**src/rtl/axis_tb_pkg.sv**
```systemverilog
// Shared types and helpers for the AXI4-Stream checker slice.
// Holds the FSM state enum, default backpressure masks and a saturating increment.
package axis_tb_pkg;

  typedef enum logic [1:0] {
    IDLE,
    RUN,
    HALT
  } state_t;

  localparam logic [15:0] READY_ALWAYS = 16'hFFFF;
  localparam logic [15:0] READY_HALF   = 16'h5555;
  localparam logic [15:0] READY_SPARSE = 16'h0001;

  localparam int unsigned SAT_MAX_WIDTH = 64;

  // Increment, holding at all-ones for the given width (width <= SAT_MAX_WIDTH).
  function automatic logic [SAT_MAX_WIDTH-1:0] sat_inc(input logic [SAT_MAX_WIDTH-1:0] value,
                                                       input int unsigned width);
    logic [SAT_MAX_WIDTH-1:0] max_val;
    max_val = (width >= SAT_MAX_WIDTH) ? '1 : ((64'd1 << width) - 64'd1);
    return (value >= max_val) ? value : value + 64'd1;
  endfunction

endpackage

```
**src/rtl/sat_counter.sv**
```systemverilog
// Saturating event counter with synchronous clear and asynchronous active-low reset.
module sat_counter
  import axis_tb_pkg::*;
#(
  parameter int unsigned CNT_WIDTH = 32
) (
  input  logic                 clk,
  input  logic                 rst_n,
  input  logic                 clear,
  input  logic                 inc,
  output logic [CNT_WIDTH-1:0] count
);

  always_ff @(posedge clk or negedge rst_n) begin
    if (!rst_n) begin
      count <= '0;
    end else if (clear) begin
      count <= '0;
    end else if (inc) begin
      count <= CNT_WIDTH'(sat_inc(SAT_MAX_WIDTH'(count), CNT_WIDTH));
    end
  end

endmodule

```
**config.mk**
```make
export PLATFORM = sky130hd
export DESIGN_NAME = sat_counter
export DESIGN_NICKNAME = d
export VERILOG_FILES = /design/src/rtl/axis_tb_pkg.sv /design/src/rtl/sat_counter.sv
export SDC_FILE = /design/constraint.sdc
export NUM_CORES = 1
export LEC_CHECK = 0
export ABC_CLOCK_PERIOD_IN_PS = 4000
export BUFFER_PORTS_ARGS = -buffer_cell sky130_fd_sc_hd__buf_2
export CORE_AREA = 3 3 63 71
export DETAILED_ROUTE_END_ITERATION = 16
export DIE_AREA = 0 0 66 74
export GPL_ROUTABILITY_DRIVEN = 0
export PLACE_DENSITY_LB_ADDON = 0.1
export RECOVER_POWER = 50
export SYNTH_ARGS = -nofsm -noshare
export SYNTH_HDL_FRONTEND = slang
export SYNTH_SLANG_ARGS = --single-unit
```
**constraint.sdc**
```tcl
create_clock -name clk -period 4 [get_ports clk]
set_clock_uncertainty 0.1 [all_clocks]
set_input_delay 0.6 -clock clk [delete_from_list [all_inputs] [get_ports clk]]
set_output_delay 0.6 -clock clk [all_outputs]
set_load 0.01 [all_outputs]
```
# --- Word-level counts from Yosys, hierarchy flattened ---
# Index checks and enable logic that the tools add are counted.
totals:
  ramBits: 0
  n_memories: 0
  latchBits: 0
  input_bits: 4
  rom_bits: 0
  regBits: 32
op_classes:
  n_lt_le_gt_ge: 1
  n_reduce_logical: 2
  mux: 3
  n_bitwise: 0
  n_div: 0
  n_eq_ne: 1
  add_sub_neg: 1
  multipliers: 0
  shifts: 0
op_table:
  columns: ["op", "n"]
  rows:
  - ["32-bit two-way mux", 3]
  - ["32-bit by 1-bit adder with 32-bit output (second input constant)", 1]
  - ["32-bit >= comparator (second input constant)", 1]
  - ["2-bit inequality test (second input constant)", 1]
  - ["2-bit AND reduction", 1]
  - ["2-bit nonzero test", 1]

# --- Logic depth before layout (Yosys ltp) ---
logic_depth:
  depth_word: 4
  mapped_depth: 8
  mapped_depth_nobuf: 6

# --- Worst setup path after synthesis ---
# No wires, ideal clock.
synth_path:
  kind: "reg2reg"
  from: "reg count[0]"
  to: "reg count[31]"
  setup_ns: 0.125
  t_arrival_ns: 2.067
  n_path_buf: 1
  stages_incl_launch_ff: 8
  path_slack_ns: 1.708
  synth_period_minus_slack_ns: 2.292
  path_cell_list: "dfrtp_1 > ha_1 > nand4_1 > or4_1 > o21ai_4 > buf_6 > nor4_2 > mux2_4"
synth_via:
  elab_chain_len: 4
  word_cells_on_any_way: 7
  classes_between: "add/sub: 1; order compare: 1; eq/ne: 1; mux: 3; reduce/logical: 1"
synth_lines:
  columns: ["element", "line_no", "rtl"]
  rows:
  - ["start, declared", "sat_counter.sv:11", "output logic [CNT_WIDTH-1:0] count"]
  - ["start signal, assigned", "sat_counter.sv:20", "count <= CNT_WIDTH'(sat_inc(SAT_MAX_WIDTH'(count), CNT_WIDTH));"]
  - ["32-bit by 1-bit adder with 32-bit output", "axis_tb_pkg.sv:22", "return (value >= max_val) ? value : value + 64'd1;"]
  - ["32-bit two-way mux", "axis_tb_pkg.sv:22", null]
  - ["32-bit two-way mux", "sat_counter.sv:19", "end else if (inc) begin"]
  - ["32-bit two-way mux", "sat_counter.sv:17", "end else if (clear) begin"]
# Several ways; a longest one is shown, not always the timed one. The select of a mux whose other input is x is not followed.
# A chain may end at the register's enable or synchronous reset.

# --- Worst setup path after layout ---
# Ends and elaborated chain as after synthesis.

==> impl_metrics.json <==
{
  "num_vias": 1642,
  "fillers": 369,
  "hold_class": "flop to flop",
  "drtAntennaViolNets": 0,
  "drive_gt1_share_pct": 19.5,
  "cp_cell_sequence": "ha_1, nand4_1, or4_1, o21ai_4, nor4_2, mux2_4",
  "start_util_pct": 48.5,
  "outcome": "finished with violations",
  "nets": 230,
  "synth_area_leader_cell": "dfrtp_1",
  "diodes": 0,
  "numCtsBuffers": 5,
  "post-dp-hpwl_mm": 3.09,
  "final_hold_viol_count": 0,
  "largest_register_ffs": 32,
  "grtUsageTotal_pct": 20.0,
  "htreeDepth": 2,
  "worst_pin_slew_ps": 1760,
  "placement_rows": 24,
  "hold_buffers": 0,
  "synthTopCellsByArea": "dfrtp_1 (43%), nand3_1 (4.8%), a21oi_1 (4.3%)",
  "top_register": "count",
  "crit_slowest_cell": "dfrtp_1",
  "fin_tns_setup_ps": 0,
  "mostFrequentLayoutCell": "dfrtp_1",
  "wirelength_mm": 4.39,
  "cts_sinks": 32,
  "relSlewSlack_pct": -17.4,
  "crit_family": "simple AND/OR/NAND/NOR gates",
  "synth_cells": 189,
  "gr-total-overflow": 0,
  "max_freq_mhz": 381,
  "yosysUniqueCellTypes": 43,
  "critPathBufInv": 0,
  "fin_crit_sh_pct": 65.6,
  "grt_max_degree": 39,
  "synthArstFlopShare_pct": 100,
  "grt_pass1_wl_mm": 7.61,
  "post_cts_buffers": 0,
  "drc": 0,
  "startpoint_type": "flop",
  "path_class": "flop to flop",
  "top_level_ports": 36,
  "crit_fanout": 23,
  "ys_seq_area_share_pct": 42.6,
  "critPathArrivalTime_ps": 2690,
  "finalMaxSlewViolations": 33,
  "cts_resized": 0,
  "synth_edf_count": 0,
  "maxCapViolCount": 1,
  "reg_top3": "count: 32 flops",
  "wl_per_cell_microns": 15.8,
  "first_pass_iters": 4,
  "synth_fp_nets": 194,
  "slowest_delay_ps": 500,
  "final_cell_mix": "dfrtp_1 (32), nand3_1 (18), buf_2 (18)",
  "ys_warn_count": 0,
  "cp-end-kind": "flop",
  "netlist_area_sq_um": 1880,
  "syn_area_per_cell_sq_um": 9.94,
  "cts.path.max_buffers": 2,
  "cts_tree": "yes",
  "clk_pin_slew_ps": 70,
  "area_growth_syn_to_layout_pct": 15.9,
  "power_density_nw_per_um2": 322,
  "io_buffers": 35,
  "antenna_found_initial": 0,
  "yosys_register_bits": 32,
  "rsz0062_at_grt": "false",
  "via_per_inst": 5.91,
  "dieArea_sq_um": 4880,
  "synth_flop_cell": "dfrtp_1",
  "fp.dieH_microns": 74,
  "max-vdd-ir-drop_v": 0.000209,
  "drt_iter0_markers": 100,
  "hold_ws_ps": 496,
  "final.min_clock_period_ps": 2620,
  "core_sq_um": 3870,
  "final_util_pct": 56.2,
  "leakage_nw": 0.883,
  "cp.required_ps": 4070,
  "clk_latency_ps": 280,
  "yosys.area.top_type_share_pct": 42.6,
  "cts_root_buf": "clkbuf_8",
  "setup_violations": 0,
  "fp.dieW_microns": 66,
  "violations": "capacitance limit, slew limit",
  "grt_pass1_vias": 1631
}
==> logic make-up after synthesis <==
group | Yosys count | synth area share [%]
multiplexers | 7 | 4.33
buffers and inverters | 10 | 3.26
XOR/XNOR | 8 | 3.73
AO/OA/AOI/OAI | 39 | 14.6
adder cells (fa/ha/maj) | 1 | 0.666
AND/OR/NAND/NOR | 92 | 30.8
flip-flops | 32 | 42.6
==> synthesized netlist by cell type, drive strengths merged, types with 2 or more instances <==
| cell | n |
|---|---|
| dfrtp | 32 |
| nand4 | 12 |
| or3 | 7 |
| a21oi | 16 |
| nand2b | 2 |
| inv | 4 |
| a211oi | 3 |
| nand2 | 8 |
| clkbuf | 4 |
| and3 | 2 |
| xnor2 | 5 |
| xor2 | 3 |
| nand3 | 18 |
| nor4 | 5 |
| nor3 | 2 |
| o41ai | 2 |
| or4b | 2 |
| buf | 2 |
| o31ai | 6 |
| nor2b | 6 |
| o21ai | 8 |
| nor2 | 17 |
| mux2 | 6 |
| or4 | 8 |
==> path summary, 6_finish.rpt <==
path	startpoint	endpoint	slack, ps	depth (start not counted)
max in group asynchronous	rst_n	count[17]	2100	1
min reg2reg	count[26]	count[26]	500	2
max reg2reg	count[0]	count[31]	1380	6
min in group asynchronous	rst_n	count[30]	670	1
min	count[26]	count[26]	500	2
max	count[0]	count[31]	1380	6
==> report_power, final <==
part / leakage (nW) / switching [mW] / internal, mW
Combinational: 0.373 / 0.0226 / 0.00685
Sequential: 0.446 / 0.00494 / 0.326
Clock: 0.0645 / 0.122 / 0.220
==> metal layers <==
metal	up-vias	wire, microns	track usage (%)
met5	-	0	0
met1	810	1970	25.1
met2	34	2150	33.6
li1	793	-	-
met3	5	215	5.89
met4	0	53	6.09
==> stage by stage <==
stage,cell area [sq um],total power [mW],std cells,setup WS [ps]
5_1_grt,2180,0.726,278,1210
3_5_place_dp,2070,0.367,270,1390
6_report,2180,0.701,278,1380
4_1_cts,2200,0.708,278,1380
2_1_floorplan,1880,0.355,189,1710
3_3_place_gp,2070,0.365,270,1480
==> worst reg2reg max path: cells and delay by family (launching register included) <==
kind                       cells  cell delay [ps]
and+or+nand+nor                3              830
DFF                            1              500
AOI/OAI and AO/OA              1              490
muxes                          1              310
adders and majority gates      1              290
==> cell type report <==
cell class / count / area, sq um / share of cell area, %
Tap cell: 52 / 65.1 / 2.99
Multi-Input combinational cell: 147 / 1020 / 46.7
Inverter: 4 / 15.0 / 0.689
Clock buffer: 7 / 96.3 / 4.42
Sequential cell: 32 / 801 / 36.8
Timing Repair Buffer: 35 / 154 / 7.06
Clock inverter: 1 / 30.0 / 1.38
Power figures use the tool's default switching activity.
